`src/rtl/frame_queue_reader.sv`:
```
// Unpacks a 17-bit word queue (frame/row markers, pixels) into addressed RGB565 writes; BYTE_SWAP_EN swaps pixel bytes.
// Latency: read -> decode -> pix_valid, at most one pixel per 3 cycles; one FIFO read in flight.
// Backpressure: pix_valid/data/addr hold until pix_ready; no FIFO reads while a pixel is pending.
module frame_queue_reader #(
  parameter int FRAME_WIDTH  = 640,
  parameter int FRAME_HEIGHT = 480
) (
  input  logic        MemClk,
  input  logic        RST,
  input  logic        queue_empty,
  input  logic [16:0] queue_data,
  output logic        queue_rd_en,
  output logic        pix_valid,
  input  logic        pix_ready,
  output logic [15:0] pix_data,
  output logic [18:0] pix_addr,
  output logic        frame_start,
  output logic        frame_done,
  output logic        proto_err
);

  localparam int COL_W = $clog2(FRAME_WIDTH + 1);
  localparam int ROW_W = (FRAME_HEIGHT > 1) ? $clog2(FRAME_HEIGHT) : 1;

  localparam logic [1:0] WAIT_FRAME = 2'd0;
  localparam logic [1:0] FETCH      = 2'd1;
  localparam logic [1:0] DECODE     = 2'd2;
  localparam logic [1:0] OUTPUT     = 2'd3;

  localparam logic [16:0]      FRAME_MARK = 17'h10000;
  localparam logic [16:0]      ROW_MARK   = 17'h10001;
  localparam logic [COL_W-1:0] COL_MAX    = COL_W'(FRAME_WIDTH);
  localparam logic [COL_W-1:0] LAST_COL   = COL_W'(FRAME_WIDTH - 1);
  localparam logic [ROW_W-1:0] LAST_ROW   = ROW_W'(FRAME_HEIGHT - 1);
  localparam logic [18:0]      ROW_STEP   = 19'(FRAME_WIDTH);

  logic [1:0]       state;
  logic             hunting;
  logic             frame_active;
  logic             row_open;
  logic [ROW_W-1:0] row;
  logic [COL_W-1:0] col;
  logic [18:0]      row_base;
  logic             vld_q;
  logic             last_q;
  logic             start_q;
  logic             err_q;
  logic [15:0]      data_q;
  logic [18:0]      addr_q;
  logic [15:0]      pix_word;
  logic             rd_fire;

`ifdef BYTE_SWAP_EN
  assign pix_word = {queue_data[7:0], queue_data[15:8]};
`else
  assign pix_word = queue_data[15:0];
`endif

  assign rd_fire = ~RST & ~queue_empty & ~vld_q & ((state == WAIT_FRAME) || (state == FETCH));

  // Outputs are forced low for the whole reset cycle, not just after the edge.
  assign queue_rd_en = rd_fire;
  assign pix_valid   = ~RST & vld_q;
  assign pix_data    = RST ? 16'h0 : data_q;
  assign pix_addr    = RST ? 19'h0 : addr_q;
  assign frame_start = ~RST & start_q;
  assign proto_err   = ~RST & err_q;
  assign frame_done  = ~RST & vld_q & pix_ready & last_q;

  always_ff @(posedge MemClk) begin
    if (RST) begin
      state        <= WAIT_FRAME;
      hunting      <= 1'b1;
      frame_active <= 1'b0;
      row_open     <= 1'b0;
      row          <= '0;
      col          <= '0;
      row_base     <= '0;
      vld_q        <= 1'b0;
      last_q       <= 1'b0;
      start_q      <= 1'b0;
      err_q        <= 1'b0;
      data_q       <= '0;
      addr_q       <= '0;
    end else begin
      start_q <= 1'b0;
      err_q   <= 1'b0;
      case (state)
        WAIT_FRAME, FETCH: begin
          if (rd_fire) begin
            hunting <= (state == WAIT_FRAME);
            state   <= DECODE;
          end
        end
        DECODE: begin
          state <= FETCH;
          if (queue_data == FRAME_MARK) begin
            start_q      <= 1'b1;
            err_q        <= frame_active;
            frame_active <= 1'b1;
            row_open     <= 1'b0;
            row          <= '0;
            col          <= '0;
            row_base     <= '0;
          end else if (hunting) begin
            state <= WAIT_FRAME;
          end else if (queue_data == ROW_MARK) begin
            if (!row_open) begin
              row_open <= 1'b1;
              row      <= '0;
              row_base <= '0;
              col      <= '0;
            end else if (row == LAST_ROW) begin
              err_q        <= 1'b1;
              frame_active <= 1'b0;
              row_open     <= 1'b0;
              state        <= WAIT_FRAME;
            end else begin
              row      <= row + ROW_W'(1);
              row_base <= row_base + ROW_STEP;
              col      <= '0;
            end
          end else if (!queue_data[16]) begin
            if (row_open && (col != COL_MAX)) begin
              vld_q  <= 1'b1;
              data_q <= pix_word;
              addr_q <= row_base + 19'(col);
              last_q <= (row == LAST_ROW) && (col == LAST_COL);
              state  <= OUTPUT;
            end else begin
              err_q <= 1'b1;
            end
          end else begin
            err_q <= 1'b1;
          end
        end
        OUTPUT: begin
          if (pix_ready) begin
            vld_q <= 1'b0;
            col   <= col + COL_W'(1);
            if (last_q) begin
              frame_active <= 1'b0;
              row_open     <= 1'b0;
              state        <= WAIT_FRAME;
            end else begin
              state <= FETCH;
            end
          end
        end
        default: state <= WAIT_FRAME;
      endcase
    end
  end

endmodule

```
`config.mk`:
```
export PLATFORM = sky130hd
export DESIGN_NAME = frame_queue_reader
export DESIGN_NICKNAME = d
export VERILOG_FILES = /design/src/rtl/frame_queue_reader.sv
export SDC_FILE = /design/constraint.sdc
export NUM_CORES = 1
export LEC_CHECK = 0
export CORE_MARGIN = 10
export CORE_UTILIZATION = 55
export CTS_CLUSTER_DIAMETER = 150
export DETAILED_ROUTE_END_ITERATION = 8
export PLACE_DENSITY_LB_ADDON = 0.05
export SKIP_CTS_REPAIR_TIMING = 1
export SLEW_MARGIN = 20
export SYNTH_ARGS = -nofsm -noshare
export SYNTH_HDL_FRONTEND = slang
export SYNTH_SLANG_ARGS = --single-unit
```
`constraint.sdc`:
```
create_clock -name MemClk -period 3.05 [get_ports MemClk]
set_input_delay 0.305 -clock MemClk [delete_from_list [all_inputs] [get_ports MemClk]]
set_output_delay 0.305 -clock MemClk [all_outputs]
set_load 0.02 [all_outputs]
```
==> results of run 1 <==
==> logic make-up (layout without fill, tap and decap cells) <==
| kind of cell | after synthesis | in the layout | share of synthesized area |
|---|---|---|---|
| buffers and inverters | 41 | 100 | 0.0421 |
| AND/OR/NAND/NOR | 224 | 224 | 0.309 |
| multiplexers | 3 | 3 | 0.00760 |
| AO/OA/AOI/OAI | 118 | 118 | 0.186 |
| adder cells (fa/ha/maj) | 8 | 8 | 0.0253 |
| XOR/XNOR | 22 | 22 | 0.0488 |
| flip-flops | 75 | 75 | 0.380 |
| other | 1 | 1 | 0.000949 |
==> through the flow <==
step | hold slack (ns) | setup slack, ns | utilization | std cells
final | 0.361 | 0.470 | 0.711 | 647
after global routing | 0.351 | 0.363 | 0.711 | 647
after CTS | 0.346 | 0.509 | 0.711 | 647
after detailed placement | 0.444 | 0.350 | 0.677 | 631
after global placement | 0.437 | 0.399 | 0.677 | 631
after floorplan | 0.396 | 0.999 | - | 492
==> report_power, final <==
group	internal [W]	switching [W]
logic	0.0000392	0.0000554
clock network	0.000547	0.000381
registers	0.000978	0.00000140
total	0.00156	0.000438
==> registers in the layout (all words and copies together), names as in the netlist <==
signal,count
row_open,1
data_q,16
frame_active,1
last_q,1
state,2
row,9
hunting,1
col,10
start_q,1
vld_q,1
row_base,12
err_q,1
addr_q,19
==> worst paths after layout <==
kind | start | depth (start not counted) | end
worst max-delay path | state[1] | 2 | queue_rd_en
worst min-delay path | RST | 2 | row_open
worst max register to register | col[0] | 8 | addr_q[4]
worst min register to register | addr_q[5] | 2 | addr_q[5]
==> critical path, stage by stage, from the launching register on <==
cell and delay [ns]:
dfxtp_1 0.41, nor4_1 0.75, clkdlybuf4s50_1 0.78
==> synthesized netlist by cell type (all sizes together) (6+ instances only) <==
| library cell | instances | area share |
|---|---|---|
| nand4 | 12 | 0.023 |
| nand2 | 67 | 0.064 |
| nand3 | 13 | 0.018 |
| or3 | 6 | 0.0098 |
| nor3 | 11 | 0.014 |
| o21ai | 20 | 0.025 |
| ha | 8 | 0.025 |
| a21oi | 49 | 0.063 |
| nor2 | 35 | 0.033 |
| and3 | 6 | 0.0095 |
| clkbuf | 21 | 0.020 |
| o31ai | 6 | 0.011 |
| inv | 12 | 0.011 |
| nor2b | 40 | 0.063 |
| buf | 8 | 0.011 |
| nor4 | 10 | 0.023 |
| xor2 | 9 | 0.020 |
| a31oi | 8 | 0.014 |
| a211oi | 8 | 0.015 |
| dfxtp | 75 | 0.38 |
| xnor2 | 13 | 0.029 |
==> final cells by class <==
cell class                 count  area, um2
clock buffer                  10        128
sequential                    75       1500
multi-input combinational    376       2280
inverter                      12       45.0
timing repair buffer          72        698
clock inverter                 6        113
tap                           96        120
fill                         582       1980
==> routing by layer <==
| metal | GRT usage | up-vias |
|---|---|---|
| li1 | - | 1864 |
| met1 | 0.240 | 1768 |
| met2 | 0.300 | 110 |
| met3 | 0.0369 | 15 |
| met4 | 0.0539 | 0 |
| met5 | 0 | - |
==> summary.txt, run 1 <==
Timing
  – Relative slew slack: 0.365
  – Hold Vio Cnt, Final: 0
  – Least-Margin Pin Slew: 0.944 ns
  – Final cycle utilization of the critical path: 0.846
  – Maximum clock rate: slightly below 400 MHz
  – Min Tclk post-route: 2.58 ns
  – Final setup vio count: 0
  – Final Max Tran Viols: 0
  – Setup TNS: 0 ns
  – Unrepaired setup endpoints after global routing: false
  – Clock Skew: 0.00703 ns

Drt
  – Met2 WL: between 4000 and 5000 um
  – WL per Instance: 16.0 um
  – Via count: about 3800
  – Drt total wl: 10300 um
  – Top Metal Used: met4
  – DRT iter0 DRCs: around 200
  – Met3 wire length: 617 um
  – ANT nets after route: 0
  – DRC violations left: 0
  – Avg Vias per Cell: 5.81
  – First-pass DRT Iterations: 4
  – Wl on met1: 4630 um

CTS
  – Clock Path Buffers: 2
  – Clock tree from TritonCTS: built
  – Total clock sinks: 75
  – Clk slew on worst S/H paths: 0.08 ns
  – Clock Latency Late Sink: 0.34 ns
  – CTS H-tree lvls: 3
  – Root buf cell: clkbuf_8
  – Total CTS buffers: 9

GRT
  – Overall Global Routing Usage: 0.184
  – First-pass GRT wire length: 17300 um
  – GR Overflow Total: 0
  – Initial antenna violation count: 0
  – Vias in the first global route: 3482
  – Largest net degree at the start of global routing: 47

Setup path
  – Crit path DAT: 2.27 ns
  – CP Data Required Time: 2.74 ns
  – Endpoint class of the critical path: output port
  – Startpoint Class: flip-flop
  – Critical path class: reg -> out
  – CP Max Fanout: 10
  – Setup slack, reg-to-reg: 0.76 ns

Synthesis
  – Synth Register Bits: 75
  – Mapped Cells: ~500
  – Synth Flop Type: dfxtp_1
  – Cell Area, Synth: 0.00395 mm2
  – Count of cell types in the netlist: 59
  – Sequential area share after synthesis: 0.380
  – Share of flip-flops with an asynchronous set or reset: 0
  – Syn. warnings: 0
  – Syn avg cell area: 8.03 um2
  – Synthesized net count: 521
  – Number of flops mapped to enable cells by yosys: 0

Cells and area
  – Final instance area: 0.00489 mm2
  – Area delta synth->final: 23.7%
  – Most common cell after layout, fill and taps aside: dfxtp_1
  – Final nets: between 500 and 600
  – Share of layout cells above drive strength 1: 0.0817
  – Most frequent cells in the layout: dfxtp_1, nand2_1, clkdlybuf4s50_1, a21oi_1, nor2b_1
  – Antenna fix cells: 0

Floorplan
  – Cell Rows: 30
  – Chip width: 105 um
  – Die Y: around 100 um
  – I/O pins: 61
  – Initial core utilization: 0.575
  – Die area: between 0.01 and 0.015 mm2
  – Core ar.: 0.00687 mm2

Power
  – PD cells: 410 mW/mm2
  – Pleak: roughly 1.7 nW
  – Maximum resistive drop on vdd: 0.000246 V
  – Tot Pwr: 0.00200 W

Placed design
  – Dpl hpwl: 7600 um
  – # port buffers: 60
  – Gpl congestion: 0.880
  – Dpl cell area: 0.00465 mm2

Min path
  – Hold crit path type: in -> reg

Status
  – Outcome: finished, final reports clean

Job
  – Max-cap viol count: 0
Power figures use the tool's default switching activity.
==> run 2: changes to the inputs <==
CORE_UTILIZATION = 54   (was 55)
clock period = 2.6 ns   (was 3.05 ns; I/O delays follow)
==> run 2 against run 1 <==
Core utilization shrank 2.4 points. Clock skew shrank 0.00071 ns. Clock-buffer cell count grew 2. Register-to-register slack lost 0.38 ns. Flip-flop and latch count is the same. Worst setup slack lost 0.095 ns. Cell count grew 1.5%. Critical endpoint is now row_base[13]. Highest routed layer unchanged.
==> summary.txt, run 2 (synthesized netlist as in run 1, its figures left out) <==
Status
  – Outcome: finished, final reports clean (unchanged)

Min path
  – Hold_sp: RST (unchanged)
  – Hold Path End: addr_q[7] (was row_open)
  – Hold crit path type: in -> reg (unchanged)
  – WHS Path Cells: 2 (unchanged)

Cells and area
  – Largest register FFs: 19 (unchanged)
  – Multi-input gate area: 0.00228 mm2 (unchanged)
  – Share of layout cells above drive strength 1: 0.0932 (was 0.0817)
  – Most common cell after layout, fill and taps aside: dfxtp_1 (unchanged)
  – Fin cells: 657 (was 647)
  – Register area: 0.00150 mm2 (unchanged)
  – Final nets: 582 (was 575)
  – Final instance area: 0.00493 mm2 (was 0.00489 mm2)
  – Area delta synth->final: 24.8% (was 23.7%)
  – Fillers: 631 (was 582)
  – Biggest register: addr_q (unchanged)
  – Most frequent cells in the layout: dfxtp_1, nand2_1, clkdlybuf4s50_1, a21oi_1, nor2b_1 (unchanged)
  – Biggest regs: addr_q: 19 flops, data_q: 16 flops, row_base: 12 flops (unchanged)
  – Antenna fix cells: 0 (unchanged)

Drt
  – Drt total wl: 10500 um (was 10300 um)
  – WL per Instance: 15.9 um (was 16.0 um)
  – DRC violations left: 0 (unchanged)
  – ANT nets after route: 0 (unchanged)
  – Top Metal Used: met4 (unchanged)
  – Met3 wire length: 687 um (was 617 um)
  – Avg Vias per Cell: 5.77 (was 5.81)
  – Met2 WL: 4850 um (was 4910 um)
  – Wl on met1: 4700 um (was 4630 um)
  – Via count: 3794 (was 3757)
  – First-pass DRT Iterations: 4 (unchanged)
  – DRT iter0 DRCs: 205 (was 202)

Timing
  – Clock Skew: 0.00632 ns (was 0.00703 ns)
  – Maximum clock rate: about 450 MHz
  – Hold Vio Cnt, Final: 0 (unchanged)
  – Min Tclk post-route: 2.22 ns
  – Final Max Tran Viols: 0 (unchanged)
  – Final setup vio count: 0 (unchanged)
  – Setup TNS: 0 ns (unchanged)
  – Unrepaired setup endpoints after global routing: false (unchanged)
  – Final cycle utilization of the critical path: 0.856

Job
  – Max-cap viol count: 0 (unchanged)

Placed design
  – # port buffers: 60 (unchanged)
  – Gpl congestion: 0.926 (was 0.880)
  – Dpl hpwl: 7760 um (was 7600 um)
  – Placed insts: 641 (was 631)
  – Dpl cell area: 0.00470 mm2 (was 0.00465 mm2)

Setup path
  – Worst Reg-to-Reg Cells: 6 (was 8)
  – CP Max Fanout: 6 (was 10)
  – Startpoint Class: flip-flop (unchanged)
  – CP Data Required Time: 2.88 ns (was 2.74 ns)
  – Crit path DAT: 2.51 ns (was 2.27 ns)
  – Reg2reg end: row_base[13] (was addr_q[4])
  – Reg-to-reg critical path startpoint: row[0] (was col[0])
  – Critical path class: reg -> reg (was reg -> out)
  – Endpoint class of the critical path: flip-flop (was output port)
  – Setup slack, reg-to-reg: 0.38 ns (was 0.76 ns)

Floorplan
  – Chip width: 106 um (was 105 um)
  – Initial core utilization: 0.550 (was 0.575)
  – I/O pins: 61 (unchanged)
  – Die Y: 106 um (was 105 um)
  – Core ar.: 0.00718 mm2 (was 0.00687 mm2)
  – Die area: 0.0111 mm2 (was 0.0110 mm2)
  – Cell Rows: 31 (was 30)

CTS
  – Clock Path Buffers: 2 (unchanged)
  – Total CTS buffers: 9 (unchanged)
  – Clock Latency Late Sink: 0.35 ns (was 0.34 ns)
  – Clk slew on worst S/H paths: 0.08 ns (about the same)
  – Clock tree from TritonCTS: built (unchanged)
  – Root buf cell: clkbuf_8 (unchanged)
  – Total clock sinks: 75 (unchanged)
  – CTS H-tree lvls: 3 (unchanged)

GRT
  – First-pass GRT wire length: 17200 um (was 17300 um)
  – Initial antenna violation count: 0 (unchanged)
  – Vias in the first global route: 3463 (was 3482)
  – Largest net degree at the start of global routing: 34 (was 47)
  – Overall Global Routing Usage: 0.184 (about the same)
  – GR Overflow Total: 0 (unchanged)

Power
  – Tot Pwr: 0.00229 W (was 0.00200 W)
  – Maximum resistive drop on vdd: 0.000297 V (was 0.000246 V)
  – Pleak: 1.68 nW (was 1.66 nW)
  – PD cells: 464 mW/mm2 (was 410 mW/mm2)
-- run 2: power breakdown --
part / total (W) / switching, W / leakage (nW) / internal (W)
logic: 0.000116 / 0.0000670 / 0.966 / 0.0000493
clock network: 0.00102 / 0.000432 / 0.113 / 0.000592
registers: 0.00115 / 0.00000168 / 0.604 / 0.00115
total: 0.00229 / 0.000501 / 1.68 / 0.00179
-- run 2: worst max path at each step --
stage | to | slack, ns | start
6_report | row_base[13] | 0.38 | row[0]
5_1_grt | addr_q[11] | 0.18 | col[0]
4_1_cts | addr_q[2] | 0.39 | col[0]
3_5_place_dp | row_base[17] | 0.16 | queue_data[3]
3_3_place_gp | row[7] | 0.24 | queue_data[11]
2_1_floorplan | row_base[13] | 0.55 | row[0]
-- run 2: stage by stage --
stage / utilization / hold WS (ns) / worst slack, ns
2_1_floorplan: - / 0.351 / 0.549
3_3_place_gp: 0.655 / 0.436 / 0.236
3_5_place_dp: 0.655 / 0.442 / 0.165
4_1_cts: 0.687 / 0.345 / 0.391
5_1_grt: 0.687 / 0.383 / 0.182
6_report: 0.687 / 0.343 / 0.375
-- run 2: routing by layer --
layer	GRT usage	vias up
li1	-	1884
met1	0.240	1766
met3	0.0335	24
met5	0	-
met2	0.292	120
met4	0.0812	0
-- run 2: worst max-delay path: stages (launching register included) --
cell,delay (ns)
dfxtp_1,0.34
ha_1,0.25
and4_1,0.26
a31o_2,0.25
or4_4,0.58
or3_1,0.32
a21oi_1,0.14
-- run 2: layout make-up --
type,instances,share of cell area
Sequential cell,75,0.304
Timing Repair Buffer,79,0.152
Tap cell,99,0.0251
Inverter,12,0.00913
Multi-Input combinational cell,376,0.463
Clock buffer,12,0.0315
Clock inverter,4,0.0147
==> run 3: changes to the inputs <==
clock period = 2.2 ns   (was 2.6 ns; I/O delays follow)
==> run 3 against run 2 <==
Non-clock buffer count increased by 31. Cell count increased by 4.7%. Global-route usage increased by 1.0 points. Fmax increased by 6.3%. Register-to-register slack got worse by 0.27 ns. Combinational power increased by 40%. Core utilization increased by 3.7 points. Wire length increased by 5.5%. Clock-buffer cell count increased by 1. Cell area increased by 5.4%. Flip-flop and latch count unchanged. Critical path type unchanged. Largest cell class unchanged. Largest power group unchanged.
==> summary.txt, run 3 (synthesized netlist as in run 1, its figures left out) <==
Status
  – Outcome: finished, final reports clean (unchanged)

Timing
  – Clock Skew: 0.00836 ns (was 0.00632 ns)
  – Relative slew slack: 0.647
  – Min Tclk post-route: 2.09 ns (was 2.22 ns)
  – Unrepaired setup endpoints after global routing: false (unchanged)
  – Final setup vio count: 0 (unchanged)
  – Maximum clock rate: 478 MHz (was 449 MHz)
  – Final cycle utilization of the critical path: 0.951 (was 0.856)
  – Worst Setup Slack, final: 0.107 ns (was 0.375 ns)
  – Final Max Tran Viols: 0 (unchanged)
  – Least-Margin Pin Slew: 0.528 ns
  – Hold Vio Cnt, Final: 0 (unchanged)
  – Hold slack: 0.257 ns (was 0.343 ns)

Cells and area
  – Most common cell after layout, fill and taps aside: dfxtp_1 (unchanged)
  – Largest register FFs: 19 (unchanged)
  – Fin cells: 688 (was 657)
  – Most frequent cells in the layout: dfxtp_1, nand2_1, clkdlybuf4s50_1, a21oi_1, buf_4 (was dfxtp_1, nand2_1, clkdlybuf4s50_1, a21oi_1, nor2b_1)
  – Area delta synth->final: 31.6% (was 24.8%)
  – Share of layout cells above drive strength 1: 0.144 (was 0.0932)
  – Final nets: 613 (was 582)
  – Biggest regs: addr_q: 19 flops, data_q: 16 flops, row_base: 12 flops (unchanged)
  – Final Util: 0.724 (was 0.687)
  – Multi-input gate area: 0.00228 mm2 (about the same)
  – Biggest register: addr_q (unchanged)
  – Fillers: 572 (was 631)
  – Register area: 0.00150 mm2 (unchanged)
  – Antenna fix cells: 0 (unchanged)

Setup path
  – Worst path slowest cell: or4_4 (unchanged)
  – Critical path class: reg -> reg (unchanged)
  – Endpoint class of the critical path: flip-flop (unchanged)
  – Crit path buf inv count: 0 (unchanged)
  – CP Data Required Time: 2.48 ns (was 2.88 ns)
  – Crit path max-delay family: simple AND/OR/NAND/NOR gates (unchanged)
  – Startpoint Class: flip-flop (unchanged)
  – Crit path DAT: 2.37 ns (was 2.51 ns)
  – Crit path cell chain: ha_1 -> and4_4 -> a31o_2 -> or4_4 -> or3_1 -> a21oi_1 (was ha_1 -> and4_1 -> a31o_2 -> or4_4 -> or3_1 -> a21oi_1)
  – CP Max Fanout: 4 (was 6)
  – Max incr delay on CP: 0.56 ns (was 0.58 ns)

CTS
  – Root buf cell: clkbuf_8 (unchanged)
  – Clock Latency Late Sink: 0.35 ns (about the same)
  – Total clock sinks: 75 (unchanged)
  – Total CTS buffers: 9 (unchanged)
  – Clock tree from TritonCTS: built (unchanged)
  – Clock Path Buffers: 2 (unchanged)
  – CTS H-tree lvls: 3 (unchanged)
  – Clk slew on worst S/H paths: 0.08 ns (about the same)

Floorplan
  – Core ar.: 0.00718 mm2 (unchanged)
  – I/O pins: 61 (unchanged)
  – Die area: 0.0111 mm2 (unchanged)
  – Chip width: 106 um (unchanged)
  – Initial core utilization: 0.550 (unchanged)
  – Die Y: 106 um (unchanged)
  – Cell Rows: 31 (unchanged)

GRT
  – Initial antenna violation count: 0 (unchanged)
  – M3 GR Usage: 0.0378 (was 0.0335)
  – First-pass GRT wire length: 18200 um (was 17200 um)
  – Gr busiest metal: met2 (unchanged)
  – Largest net degree at the start of global routing: 33 (was 34)
  – Overall Global Routing Usage: 0.195 (was 0.184)
  – GR Overflow Total: 0 (unchanged)
  – GR Layer Usage met2: 0.328 (was 0.292)
  – Vias in the first global route: 3716 (was 3463)
  – Met1 usage: 0.240 (about the same)

Power
  – Net Sw Frac: 0.211 (was 0.219)
  – Gate power share: 0.058 (was 0.051)
  – Tot Pwr: 0.00279 W (was 0.00229 W)
  – Clk network pwr share: 0.454 (was 0.447)
  – Maximum resistive drop on vdd: 0.000402 V (was 0.000297 V)
  – Share of total power in sequential cells: 0.487 (was 0.502)
  – Pleak: 1.85 nW (was 1.68 nW)
  – PD cells: 536 mW/mm2 (was 464 mW/mm2)
  – Psw: 0.000589 W (was 0.000501 W)
  – Int Power: 0.00220 W (was 0.00179 W)

Drt
  – Drt total wl: 11000 um (was 10500 um)
  – ANT nets after route: 0 (unchanged)
  – Via count: 3961 (was 3794)
  – Avg Vias per Cell: 5.76 (was 5.77)
  – WL per Instance: 16.0 um (was 15.9 um)
  – DRC violations left: 0 (unchanged)
  – First-pass DRT Iterations: 5 (was 4)
  – DRT iter0 DRCs: 175 (was 205)

Job
  – Max-cap viol count: 0 (unchanged)

Placed design
  – Gpl congestion: 0.904 (was 0.926)
  – Dpl hpwl: 8020 um (was 7760 um)
  – Place WS: -0.156 ns (was 0.165 ns)
  – # port buffers: 60 (unchanged)
  – Placed insts: 672 (was 641)

Min path
  – Hold crit path type: in -> reg (unchanged)
[run 3: layer usage]
| metal | up-vias | wire length, um |
|---|---|---|
| li1 | 1939 | - |
| met1 | 1867 | 4780 |
| met2 | 128 | 5430 |
| met3 | 27 | 593 |
| met4 | 0 | 242 |
| met5 | - | 0 |
[run 3: path summary, 6_finish.rpt]
| kind | from | slack, ns | depth (start not counted) | to |
|---|---|---|---|---|
| worst min-delay path | RST | 0.26 | 2 | data_q[13] |
| worst max-delay path | row[0] | 0.11 | 6 | row_base[17] |
| worst min register to register | addr_q[5] | 0.45 | 2 | addr_q[5] |
| worst max register to register | row[0] | 0.11 | 6 | row_base[17] |
[run 3: power groups by stage]
| stage | Sequential [W] | Combinational, W | Clock (W) |
|---|---|---|---|
| detailed placement | 0.00139 | 0.000159 | 0 |
| CTS | 0.00136 | 0.000161 | 0.00128 |
| global route | 0.00136 | 0.000174 | 0.00134 |
| floorplan | 0.00139 | 0.0000589 | 0 |
| global placement | 0.00139 | 0.000158 | 0 |
| finish | 0.00136 | 0.000162 | 0.00127 |
[run 3: final cells by class]
cell class                 count  share of cell area
sequential                    75               0.289
timing repair buffer         110               0.192
inverter                      12             0.00867
clock buffer                  13              0.0344
tap                           99              0.0238
multi-input combinational    376               0.440
clock inverter                 3              0.0130
[run 3: per-stage QoR]
stage / area, um2 / TNS, ns
CTS: 5190 / 0
global placement: 4950 / -0.605
global route: 5200 / 0
detailed placement: 4950 / -1.02
finish: 5200 / 0
floorplan: 3950 / 0
